File: src/rtl/popcount_sched_pkg.sv
// Shared types and helpers for the popcount scheduler: FSM states,
// width helper and the round-robin pick used by the requester arbiter.
package popcount_sched_pkg;

  typedef enum logic [1:0] {
    IDLE = 2'd0,
    RUN  = 2'd1,
    DONE = 2'd2
  } state_t;

  // Widest requester vector the pick function handles.
  localparam int RR_MAX = 32;

  function automatic int clog2w(input int n);
    return (n <= 1) ? 1 : $clog2(n);
  endfunction

  // First valid index at or after ptr, wrapping modulo n, as a one-hot vector.
  function automatic logic [RR_MAX-1:0] rr_pick(input logic [RR_MAX-1:0] valid,
                                                input int ptr, input int n);
    logic [RR_MAX-1:0] oh;
    logic              found;
    int                idx;
    oh    = '0;
    found = 1'b0;
    for (int i = 0; i < RR_MAX; i++) begin
      idx = ptr + i;
      if (idx >= n) idx = idx - n;
      if (i < n && !found && valid[idx[4:0]]) begin
        oh[idx[4:0]] = 1'b1;
        found        = 1'b1;
      end
    end
    return oh;
  endfunction

endpackage

File: src/rtl/popcount_sched_popcount8.sv
// popcount8: combinational set-bit count of one byte; output forced to zero
// when en is low.
module popcount8 (
  input  logic       en,
  input  logic [7:0] din,
  output logic [3:0] cnt
);

  always_comb begin
    cnt = '0;
    if (en) begin
      for (int b = 0; b < 8; b++) cnt = cnt + {3'b000, din[b]};
    end
  end

endmodule

File: src/rtl/popcount_sched.sv
// popcount_sched: round-robin shared byte-lane popcount engine with a
// valid/ready result channel. Optional threshold compare: POPCOUNT_SCHED_THRESH_EN.
module popcount_sched
  import popcount_sched_pkg::*;
#(
  parameter  int NREQ   = 2,
  parameter  int WORD_W = 64,
  parameter  int LANES  = 2,
  localparam int STEPS  = WORD_W / (8 * LANES),
  localparam int CNT_W  = $clog2(WORD_W + 1),
  localparam int ID_W   = clog2w(NREQ)
) (
  input  logic                   clk,
  input  logic                   rst,
  input  logic                   en,
  input  logic [NREQ-1:0]        req_valid,
  output logic [NREQ-1:0]        req_ready,
  input  logic [NREQ*WORD_W-1:0] req_data,
  output logic                   rsp_valid,
  input  logic                   rsp_ready,
  output logic [ID_W-1:0]        rsp_id,
  output logic [CNT_W-1:0]       rsp_cnt,
  output logic                   busy
`ifdef POPCOUNT_SCHED_THRESH_EN
  ,
  input  logic [CNT_W-1:0]       thresh,
  output logic                   rsp_over
`endif
);

  localparam int STEP_W = clog2w(STEPS);

  if (WORD_W % (8 * LANES) != 0) begin : g_bad_word_w
    $error("popcount_sched: WORD_W must be a multiple of 8*LANES");
  end
  if (NREQ < 1 || NREQ > RR_MAX) begin : g_bad_nreq
    $error("popcount_sched: NREQ out of range");
  end

  state_t              state_q, state_d;
  logic [ID_W-1:0]     rr_ptr, id_q, grant_id;
  logic [CNT_W-1:0]    acc, lane_sum;
  logic [STEP_W-1:0]   step;
  logic [WORD_W-1:0]   word_q, sel_word;
  logic [RR_MAX-1:0]   pick_oh;
  logic                unused_pick;
  logic                grant_hs, last_step;
  logic [3:0]          lane_cnt [LANES];

  assign pick_oh     = rr_pick(RR_MAX'(req_valid), int'(rr_ptr), NREQ);
  assign unused_pick = ^pick_oh;
  assign grant_hs    = |(req_valid & req_ready);
  assign last_step   = (step == STEP_W'(STEPS - 1));

  always_comb begin
    grant_id = '0;
    sel_word = '0;
    for (int i = 0; i < NREQ; i++) begin
      if (req_ready[i]) begin
        grant_id = ID_W'(i);
        sel_word = req_data[i*WORD_W +: WORD_W];
      end
    end
  end

  // Engine: LANES byte cells over the low bytes of the shifting latched word.
  for (genvar l = 0; l < LANES; l++) begin : g_lane
    popcount8 u_pc (
      .en  (1'b1),
      .din (word_q[l*8 +: 8]),
      .cnt (lane_cnt[l])
    );
  end

  always_comb begin
    lane_sum = '0;
    for (int l = 0; l < LANES; l++) lane_sum = lane_sum + CNT_W'(lane_cnt[l]);
  end

  always_ff @(posedge clk) begin
    if (rst) state_q <= IDLE;
    else     state_q <= state_d;
  end

  always_comb begin
    state_d = state_q;
    case (state_q)
      IDLE:    if (grant_hs)  state_d = RUN;
      RUN:     if (last_step) state_d = DONE;
      DONE:    if (rsp_ready) state_d = IDLE;
      default: state_d = IDLE;
    endcase
  end

  always_comb begin
    req_ready = (state_q == IDLE && en) ? pick_oh[NREQ-1:0] : '0;
    rsp_valid = (state_q == DONE);
    busy      = (state_q != IDLE);
  end

  always_ff @(posedge clk) begin
    if (rst) begin
      acc    <= '0;
      step   <= '0;
      id_q   <= '0;
      rr_ptr <= '0;
    end else begin
      case (state_q)
        IDLE: if (grant_hs) begin
          acc  <= '0;
          step <= '0;
          id_q <= grant_id;
        end
        RUN: begin
          acc  <= acc + lane_sum;
          step <= step + 1'b1;
        end
        DONE: if (rsp_ready) begin
          rr_ptr <= (id_q == ID_W'(NREQ - 1)) ? '0 : id_q + 1'b1;
        end
        default: ;
      endcase
    end
  end

  // Word is consumed LSB byte first by shifting it down each RUN cycle.
  always_ff @(posedge clk) begin
    if (state_q == IDLE && grant_hs) word_q <= sel_word;
    else if (state_q == RUN)         word_q <= word_q >> (8 * LANES);
  end

  assign rsp_cnt = acc;
  assign rsp_id  = id_q;

`ifdef POPCOUNT_SCHED_THRESH_EN
  logic [CNT_W-1:0] thresh_q;

  always_ff @(posedge clk) begin
    if (rst)                              thresh_q <= '0;
    else if (state_q == IDLE && grant_hs) thresh_q <= thresh;
  end

  assign rsp_over = (state_q == DONE) && (acc >= thresh_q);
`endif

endmodule

File: config.mk
export PLATFORM = sky130hd
export DESIGN_NAME = popcount_sched
export DESIGN_NICKNAME = d
export VERILOG_FILES = /design/src/rtl/popcount_sched_pkg.sv /design/src/rtl/popcount_sched_popcount8.sv /design/src/rtl/popcount_sched.sv
export SDC_FILE = /design/constraint.sdc
export NUM_CORES = 1
export LEC_CHECK = 0
export CORE_MARGIN = 4
export CORE_UTILIZATION = 50
export CTS_CLUSTER_SIZE = 28
export DETAILED_ROUTE_END_ITERATION = 6
export PLACE_DENSITY = 0.87
export SYNTH_ARGS = -nofsm -noshare
export SYNTH_HDL_FRONTEND = slang
export SYNTH_SLANG_ARGS = --single-unit
File: constraint.sdc
create_clock -name clk -period 6.8 [get_ports clk]
set_input_delay 0.68 -clock clk [delete_from_list [all_inputs] [get_ports clk]]
set_output_delay 0.68 -clock clk [all_outputs]
set_load 0.1 [all_outputs]
==> results.cfg, run 1 <==
[layout]
seq_area_mm2 = 0.00218
multi_input_area_mm2 = 0.00186
drive_gt1_share_pct = 4.46
final.fill_count = 596
antenna_cells = 0
layout.nets = 738
area_delta_synth_final_pct = 39.7

[route]
wl_per_cell_um = 16.0
ant_nets = 0
vias = 3694
drc_errors = 0
wl_um = 11000
drt_iter0_drc = 161
vias_per_cell = 5.37
first_pass_iters = 5

[synthesis]
syn_area_per_cell_um2 = 9.67
async_flop_share_pct = 0
synth_edf_count = 64
synth_area_mm2 = 0.00428
ys_seq_area_share_pct = 50.9
synthFlopType = edfxtp_1
ys_seq_elements = 77
syn_inst = 443
yosys_warnings = 0
synth_most_common_cell = nand2_1
synth.top_cells.by_area = edfxtp_1, nand2_1, a31oi_1
synth_nets = 603
synthDistinctLibCells = 38
synth.cells.most_frequent = nand2_1, edfxtp_1, nor2_1
yosysTopAreaCell = edfxtp_1
synth_top_area_share_pct = 44.9

[setup_path]
required_ns = 7.02
r2r_cells = 16
worst-path-max-fanout = 4
worstSetupPathType = reg -> reg
start_kind = flip-flop
r2r_end = rsp_cnt[6]
reg2reg_from = word_q[8]
endpoint_kind = flip-flop
arrival_ns = 5.04
r2r_setup_slack_ns = 1.98

[timing]
final.setup.tns_ns = 0
grt_setup_unrepaired = no
setup_viol = 0
clock_skew_ns = 0.00788
fin_crit_sh_pct = 70.8
finalHoldViolCount = 0
setup_slack_ns = 1.98
maxSlewViolCount = 0
worst_pin_slew_ns = 0.989
min_period_ns = 4.82
slew_headroom_pct = 33.9
fmax_ghz = 0.208

[die]
die_h_um = 101
die_width_um = 101
start_util_pct = 51.9
pin_count = 146
coreArea_mm2 = 0.00826
die_area_mm2 = 0.0101
rows = 33

[hold_path]
min_to = rr_ptr
holdCritPathClass = reg -> reg
hp-start = rsp_id
min_path_cells = 1

[clock_tree]
cts_resized = 0
cts_buffer_depth = 2
cts_hold_buf = 0
clk_pin_slew_ns = 0.08
postCtsSetupBuffers = 0
cts-htree-levels = 3
cts_tree = yes
numClockSinks = 77
cts_root_buf = clkbuf_8
numCtsBuffers = 9
clock_latency_ns = 0.33

[flow_run]
maxCapViolCount = 0

[place]
dp_slack_ns = 2.08
dp_hpwl_um = 8320
gp_congestion = 0.992
port_buffers = 145

[power]
power_mw = 1.82
power_leakage_nw = 2.42
sequentialPowerShare_pct = 34.0
vdd_ir_drop_max_mv = 0.207
p_clk_share_pct = 20.2
p_int_mw = 1.17
p_sw_mw = 0.651
swShare_pct = 35.8
comb_power_share_pct = 45.8
powerDensity_mw_per_mm2 = 303

[grt]
grt_start_max_net_pins = 97
grt_first_pass_wirelength_um = 17600
track_usage_pct = 22.2
grt.overflow.total = 0
grt_pass1_vias = 3725
antenna_found_initial = 0

[status]
status = finished, final reports clean
worst max-delay path, cell delays in order (launching register included):
cell and delay [ns]:
edfxtp_1 0.38, ha_1 0.28, inv_1 0.04, fa_1 0.50, fa_1 0.45, fa_1 0.42
fa_1 0.57, inv_1 0.06, ha_1 0.29, a21o_1 0.16, a21oi_1 0.18, xnor2_1 0.09
ha_1 0.34, o21a_1 0.16, o31ai_1 0.12, a211oi_1 0.31, mux2_1 0.35
cell families after synthesis:
family                     Yosys count  share of synthesized area, %
adders and majority gates           26                          9.35
buffers and inverters               60                          5.93
muxes                                2                         0.526
and+or+nand+nor                    177                          17.0
AOI/OAI and AO/OA                   97                          15.4
DFF                                 77                          50.9
xor gates and xnor gates             4                         0.818
sequential cells by signal, summed over array words and instances (netlist names):
signal	count
state_q	2
rsp_id	1
rr_ptr	1
step	2
word_q	64
rsp_cnt	7
worst max path at each step:
stage | startpoint | end | slack (ns) | depth (start not counted)
final | word_q[8] | rsp_cnt[6] | 1.98 | 16
after global placement | word_q[8] | rsp_cnt[6] | 2.31 | 16
after floorplan | word_q[8] | rsp_cnt[6] | 2.40 | 16
after detailed placement | word_q[8] | rsp_cnt[6] | 2.08 | 16
after CTS | word_q[8] | rsp_cnt[6] | 2.00 | 16
after global routing | word_q[8] | rsp_cnt[6] | 1.79 | 16
metrics by stage:
step / instance area, µm² / hold WS, ns / util, % / instances
after global routing: 5990 / 0.533 / 72.5 / 688
final: 5990 / 0.498 / 72.5 / 688
after CTS: 5990 / 0.502 / 72.5 / 688
after floorplan: 4280 / 0.481 / - / 443
after global placement: 5780 / 0.479 / 70.0 / 672
after detailed placement: 5780 / 0.486 / 70.0 / 672
cell usage in the layout (no fill, tap or decap), drive strengths merged, types with 4 or more instances in the layout:
cell,synthesis,layout
buf,12,4
o21ai,4,4
fa,10,10
inv,35,35
nand2,98,98
nor2b,5,5
a31oi,48,48
o21a,6,6
clkinv,0,4
clkbuf,13,10
edfxtp,64,64
xnor2,4,4
clkdlybuf4s50,0,145
ha,16,16
dfxtp,13,13
a22o,16,16
a21oi,9,9
nand2b,4,4
nor2,61,61
area by class of cell:
| cell class | count | share of cell area, % |
|---|---|---|
| Clock buffer | 10 | 2.13 |
| Clock inverter | 6 | 1.30 |
| Inverter | 35 | 2.19 |
| Multi-Input combinational cell | 306 | 31.0 |
| Sequential cell | 77 | 36.4 |
| Tap cell | 105 | 2.19 |
| Timing Repair Buffer | 149 | 24.7 |
power groups by stage:
stage               clock network [mW]  logic (mW)  registers [mW]
floorplan                            0       0.514           0.696
global placement                     0       0.774           0.625
detailed placement                   0       0.823           0.629
CTS                              0.374       0.834           0.618
global route                     0.393       0.922           0.624
finish                           0.367       0.832           0.617
layer usage:
metal | global-route usage (%) | vias up | share of wire [%]
met5 | 0 | - | 0
met2 | 39.0 | 162 | 51
li1 | - | 1813 | -
met3 | 6.16 | 25 | 8.9
met1 | 25.9 | 1694 | 38
met4 | 7.98 | 0 | 2.3
(Power assumes the default switching activity.)
==> inputs of run 2 (changes only) <==
--- a/config.mk
+++ b/config.mk
@@ -6,10 +6,10 @@
 export NUM_CORES = 1
 export LEC_CHECK = 0
 export CORE_MARGIN = 4
-export CORE_UTILIZATION = 50
+export CORE_UTILIZATION = 42
 export CTS_CLUSTER_SIZE = 28
 export DETAILED_ROUTE_END_ITERATION = 6
-export PLACE_DENSITY = 0.87
+export PLACE_DENSITY = 0.78
 export SYNTH_ARGS = -nofsm -noshare
 export SYNTH_HDL_FRONTEND = slang
 export SYNTH_SLANG_ARGS = --single-unit
==> constraint.sdc (replaced) <==
create_clock -name clk -period 4.3 [get_ports clk]
set_input_delay 0.43 -clock clk [delete_from_list [all_inputs] [get_ports clk]]
set_output_delay 0.43 -clock clk [all_outputs]
set_load 0.1 [all_outputs]
==> run 2 against run 1 <==
Net effect: the flow now finishes with violations (setup timing); critical path type unchanged; register-to-register slack lost 2.2 ns; worst setup slack got worse by 2.2 ns; largest cell class unchanged; sequential cell count unchanged.
==> results.cfg, run 2 (synthesized netlist as in run 1, its figures left out) <==
[status]
status = finished, violations left
violations = setup timing

[clock_tree]
cts_tree = yes
cts_hold_buf = 0
numClockSinks = 77
cts-htree-levels = 3
cts_buffer_depth = 2
clock_latency_ns = 0.34
cts_root_buf = clkbuf_8
clk_pin_slew_ns = 0.08
numCtsBuffers = 9

[hold_path]
hp-start = rsp_id
holdCritPathClass = reg -> reg
min_to = rr_ptr
min_path_cells = 1

[grt]
grtUsageMet2_pct = 33.8
antenna_found_initial = 0
grt_start_max_net_pins = 53
grt_first_pass_wirelength_um = 17800
top_usage_layer = met2
grt_util_met3_pct = 5.80
track_usage_pct = 19.4
grt.overflow.total = 0
grt_pass1_vias = 3914
grt_use_met1_pct = 22.7

[setup_path]
worst-path-max-fanout = 2
crit_slowest_cell = fa_1
start_kind = flip-flop
reg2reg_from = word_q[8]
timing.critical_path.buf_inv = 2
path_cells = ha_1 > inv_1 > fa_1 > fa_1 > fa_2 > fa_1 > inv_1 > ha_1 > a21o_1 > a21oi_2 > xnor2_1 > ha_2 > o21a_1 > o31ai_2 > a211oi_2 > mux2_4
cpMostUsedCell = fa_1
r2r_cells = 16
r2r_end = rsp_cnt[6]
r2r_setup_slack_ns = -0.24
critPathMaxStageDelay_ns = 0.54
arrival_ns = 4.77
critPathTopFamily = adder cells
endpoint_kind = flip-flop
required_ns = 4.53
worstSetupPathType = reg -> reg

[timing]
fmax_ghz = 0.220
clock_skew_ns = 0.00860
finalHoldViolCount = 0
setup_slack_ns = -0.241
min_period_ns = 4.54
slew_headroom_pct = 34.8
fin_crit_sh_pct = 106
setup_viol = 4
grt_setup_unrepaired = yes
worst_pin_slew_ns = 0.975
maxSlewViolCount = 0
worst_hold_slack_ns = 0.485

[layout]
area_delta_synth_final_pct = 43.8
multi_input_area_mm2 = 0.00188
fin_area_mm2 = 0.00616
final_cell_mix = clkdlybuf4s50_1, nand2_1, edfxtp_1, nor2_1, a31oi_1
top_register = word_q
final_common_cell = clkdlybuf4s50_1
antenna_cells = 0
seq_area_mm2 = 0.00218
largest_reg_flops = 64
drive_gt1_share_pct = 8.09
layout.nets = 748
final.fill_count = 792

[route]
wl_per_cell_um = 15.8
drc_errors = 0
drt_iter0_drc = 194
wl_um = 11500
first_pass_iters = 4
vias = 3715
vias_per_cell = 5.12
ant_nets = 0

[die]
coreArea_mm2 = 0.00986
pin_count = 146
die_h_um = 109
rows = 36
die_width_um = 109
start_util_pct = 43.4
die_area_mm2 = 0.0119

[power]
powerDensity_mw_per_mm2 = 499
power_leakage_nw = 2.49
vdd_ir_drop_max_mv = 0.401

[place]
gp_congestion = 0.841
dp_hpwl_um = 8670
port_buffers = 145
post_dp_cell_area_mm2 = 0.00588

[flow_run]
maxCapViolCount = 0
## run 2: worst reg2reg max path: stages (launching register included)
cell and delay (ns):
edfxtp_1 0.38, ha_1 0.29, inv_1 0.05, fa_1 0.49
fa_1 0.43, fa_2 0.36, fa_1 0.54, inv_1 0.06
ha_1 0.28, a21o_1 0.17, a21oi_2 0.15, xnor2_1 0.08
ha_2 0.34, o21a_1 0.16, o31ai_2 0.10, a211oi_2 0.24
mux2_4 0.32
## run 2: power by group
group	total [mW]	switching [mW]	internal, mW
Sequential	0.975	0.0419	0.933
Clock	0.610	0.263	0.347
Combinational	1.49	0.776	0.716
## run 2: timing repair
item,in CTS,in global routing
buffers inserted,2,1
resized for setup,3,5
setup endpoints to repair,4,5
pin swaps,5,2
## run 2: cell type report
| cell class | count | area share, % |
|---|---|---|
| inverter | 35 | 2.13 |
| tap | 133 | 2.70 |
| clock buffer | 15 | 3.74 |
| clock inverter | 1 | 0.0812 |
| sequential | 77 | 35.4 |
| multi-input combinational | 306 | 30.6 |
| timing repair buffer | 159 | 25.4 |
## run 2: how the worst max path moves through the flow
stage	startpoint	end	slack, ns	depth (start not counted)
after floorplan	word_q[8]	rsp_cnt[6]	-0.09	16
after global placement	word_q[8]	rsp_cnt[6]	-0.19	16
after detailed placement	word_q[8]	rsp_cnt[6]	-0.32	16
after CTS	word_q[8]	rsp_cnt[6]	-0.23	16
after global routing	word_q[8]	rsp_cnt[6]	-0.37	16
final	word_q[8]	rsp_cnt[6]	-0.24	16
## run 2: routing by layer
layer | share of wire, % | wire (µm) | vias to the layer above
li1 | - | - | 1827
met1 | 39 | 4450 | 1740
met2 | 51 | 5910 | 133
met3 | 8.3 | 955 | 15
met4 | 1.4 | 161 | 0
met5 | 0 | 0 | -
## run 2: through the flow
step	util [%]	total power, mW	setup TNS, ns	setup WS (ns)	std cells
after floorplan	-	1.92	-0.0859	-0.0859	443
after global placement	59.6	2.31	-0.253	-0.187	707
after detailed placement	59.6	2.37	-0.553	-0.315	707
after CTS	62.2	3.04	-0.451	-0.235	725
after global routing	62.5	3.30	-1.21	-0.371	726
final	62.5	3.08	-0.577	-0.241	726
==> inputs of run 3 (changes only) <==
--- a/config.mk
+++ b/config.mk
@@ -5,10 +5,12 @@
 export SDC_FILE = /design/constraint.sdc
 export NUM_CORES = 1
 export LEC_CHECK = 0
+export CAP_MARGIN = 25
 export CORE_MARGIN = 4
 export CORE_UTILIZATION = 42
 export CTS_CLUSTER_SIZE = 28
 export DETAILED_ROUTE_END_ITERATION = 6
+export MAX_ROUTING_LAYER = met4
 export PLACE_DENSITY = 0.78
 export SYNTH_ARGS = -nofsm -noshare
 export SYNTH_HDL_FRONTEND = slang
==> constraint.sdc (replaced) <==
create_clock -name clk -period 3.9 [get_ports clk]
set_input_delay 0.39 -clock clk [delete_from_list [all_inputs] [get_ports clk]]
set_output_delay 0.39 -clock clk [all_outputs]
set_load 0.1 [all_outputs]
==> run 3 against run 2 <==
Net effect: the flow still finishes with violations (setup timing); global-route usage rose by 0.28 points; maximum frequency shrank 0.24%; combinational power rose by 25%; wire length decreased by 0.45%; clock power up 4.8%; sequential share of layout area fell by 0.19 points; sequential cell count is the same; critical endpoint is now rsp_cnt[5].
==> results.cfg, run 3 (synthesized netlist as in run 1, its figures left out) <==
[hold_path]
hp-start = rsp_id
holdCritPathClass = reg -> reg

[layout]
layout.nets = 750
final.fill_count = 791
drive_gt1_share_pct = 8.74
top_register = word_q
final_cell_mix = clkdlybuf4s50_1, nand2_1, edfxtp_1, nor2_1, a31oi_1
final_util_pct = 62.8
largest_reg_flops = 64
antenna_cells = 0
area_delta_synth_final_pct = 44.6
fin_area_mm2 = 0.00619
final_common_cell = clkdlybuf4s50_1

[clock_tree]
numCtsBuffers = 9
cts_buffer_depth = 2
cts_root_buf = clkbuf_8
cts_tree = yes
cts-htree-levels = 3
cts_hold_buf = 0
numClockSinks = 77
clk_pin_slew_ns = 0.07
clock_latency_ns = 0.35

[power]
power_mw = 3.57
power_leakage_nw = 2.49
vdd_ir_drop_max_mv = 0.373
powerDensity_mw_per_mm2 = 576

[place]
post_dp_cell_area_mm2 = 0.00592
gp_congestion = 0.886
port_buffers = 145
dp_hpwl_um = 8500

[die]
die_area_mm2 = 0.0119
die_width_um = 109
die_h_um = 109
start_util_pct = 43.4
coreArea_mm2 = 0.00986
pin_count = 146
rows = 36

[route]
drc_errors = 0
wl_per_cell_um = 15.7
wl_um = 11400
first_pass_iters = 5
drt_iter0_drc = 186
ant_nets = 0
vias_per_cell = 5.21
vias = 3794

[setup_path]
required_ns = 4.13
arrival_ns = 4.78
endpoint_kind = flip-flop
cp-startpoint = word_q[8]
worstSetupPathType = reg -> reg
worst-path-max-fanout = 3
reg2reg_from = word_q[8]
start_kind = flip-flop

[timing]
setup_viol = 6
setup_slack_ns = -0.652
maxSlewViolCount = 0
fin_crit_sh_pct = 117
finalHoldViolCount = 0
worst_pin_slew_ns = 0.977
min_period_ns = 4.55
slew_headroom_pct = 34.7
clock_skew_ns = 0.0116
grt_setup_unrepaired = yes
fmax_ghz = 0.220

[status]
status = finished, violations left
violations = setup timing

[grt]
grt_start_max_net_pins = 97
grt.overflow.total = 0
track_usage_pct = 19.7
grt_first_pass_wirelength_um = 17500
grt_pass1_vias = 3698
antenna_found_initial = 0

[flow_run]
maxCapViolCount = 0
## run 3: layout make-up
class | count | area (µm²) | area share [%]
sequential | 77 | 2180 | 35.2
multi-input combinational | 306 | 1910 | 30.8
timing repair buffer | 161 | 1600 | 25.9
tap | 133 | 166 | 2.69
inverter | 35 | 131 | 2.12
clock buffer | 10 | 128 | 2.06
clock inverter | 6 | 77.6 | 1.25
## run 3: final timing paths
check	slack (ns)	end	depth (start not counted)
worst max register to register	-0.65	rsp_cnt[5]	17
worst min-delay path	0.49	rr_ptr	1
worst min register to register	0.49	rr_ptr	1
worst max-delay path	-0.65	rsp_cnt[5]	17
## run 3: per-stage QoR
stage / hold slack (ns) / setup slack (ns) / std cells / setup TNS (ns)
CTS: 0.490 / -0.614 / 726 / -2.25
global route: 0.519 / -0.788 / 728 / -3.58
global placement: 0.474 / -0.502 / 710 / -1.86
floorplan: 0.462 / -0.444 / 443 / -1.08
detailed placement: 0.478 / -0.609 / 710 / -2.33
finish: 0.491 / -0.652 / 728 / -2.74
## run 3: critical path, stage by stage, from the launching register on
cell,delay (ns)
edfxtp_1,0.38
ha_1,0.29
inv_1,0.05
fa_1,0.49
fa_1,0.43
fa_2,0.38
fa_2,0.60
inv_2,0.05
ha_4,0.22
a21o_1,0.17
a21oi_2,0.15
xnor2_1,0.09
ha_2,0.34
buf_4,0.11
buf_6,0.09
o211ai_1,0.10
a21oi_1,0.17
mux2_2,0.34
## run 3: timing repair
item	in CTS	in global routing
resized for setup	11	3
setup endpoints to repair	6	6
pin swaps	2	1
setup buffers	1	2
hold endpoints to repair	0	0
## run 3: per-layer routing
metal  track usage, %  part of all wire [%]  vias up
li1                 -                     -     1836
met1             24.4                    41     1770
met2             31.7                    49      173
met3             5.21                   8.4       15
met4             6.04                   1.7        0
met5                -                     0        -
## run 3: report_power, final
part           total, mW  switching [mW]  internal (mW)
logic               1.86           0.935          0.921
clock network      0.639           0.284          0.354
registers           1.08          0.0463           1.03
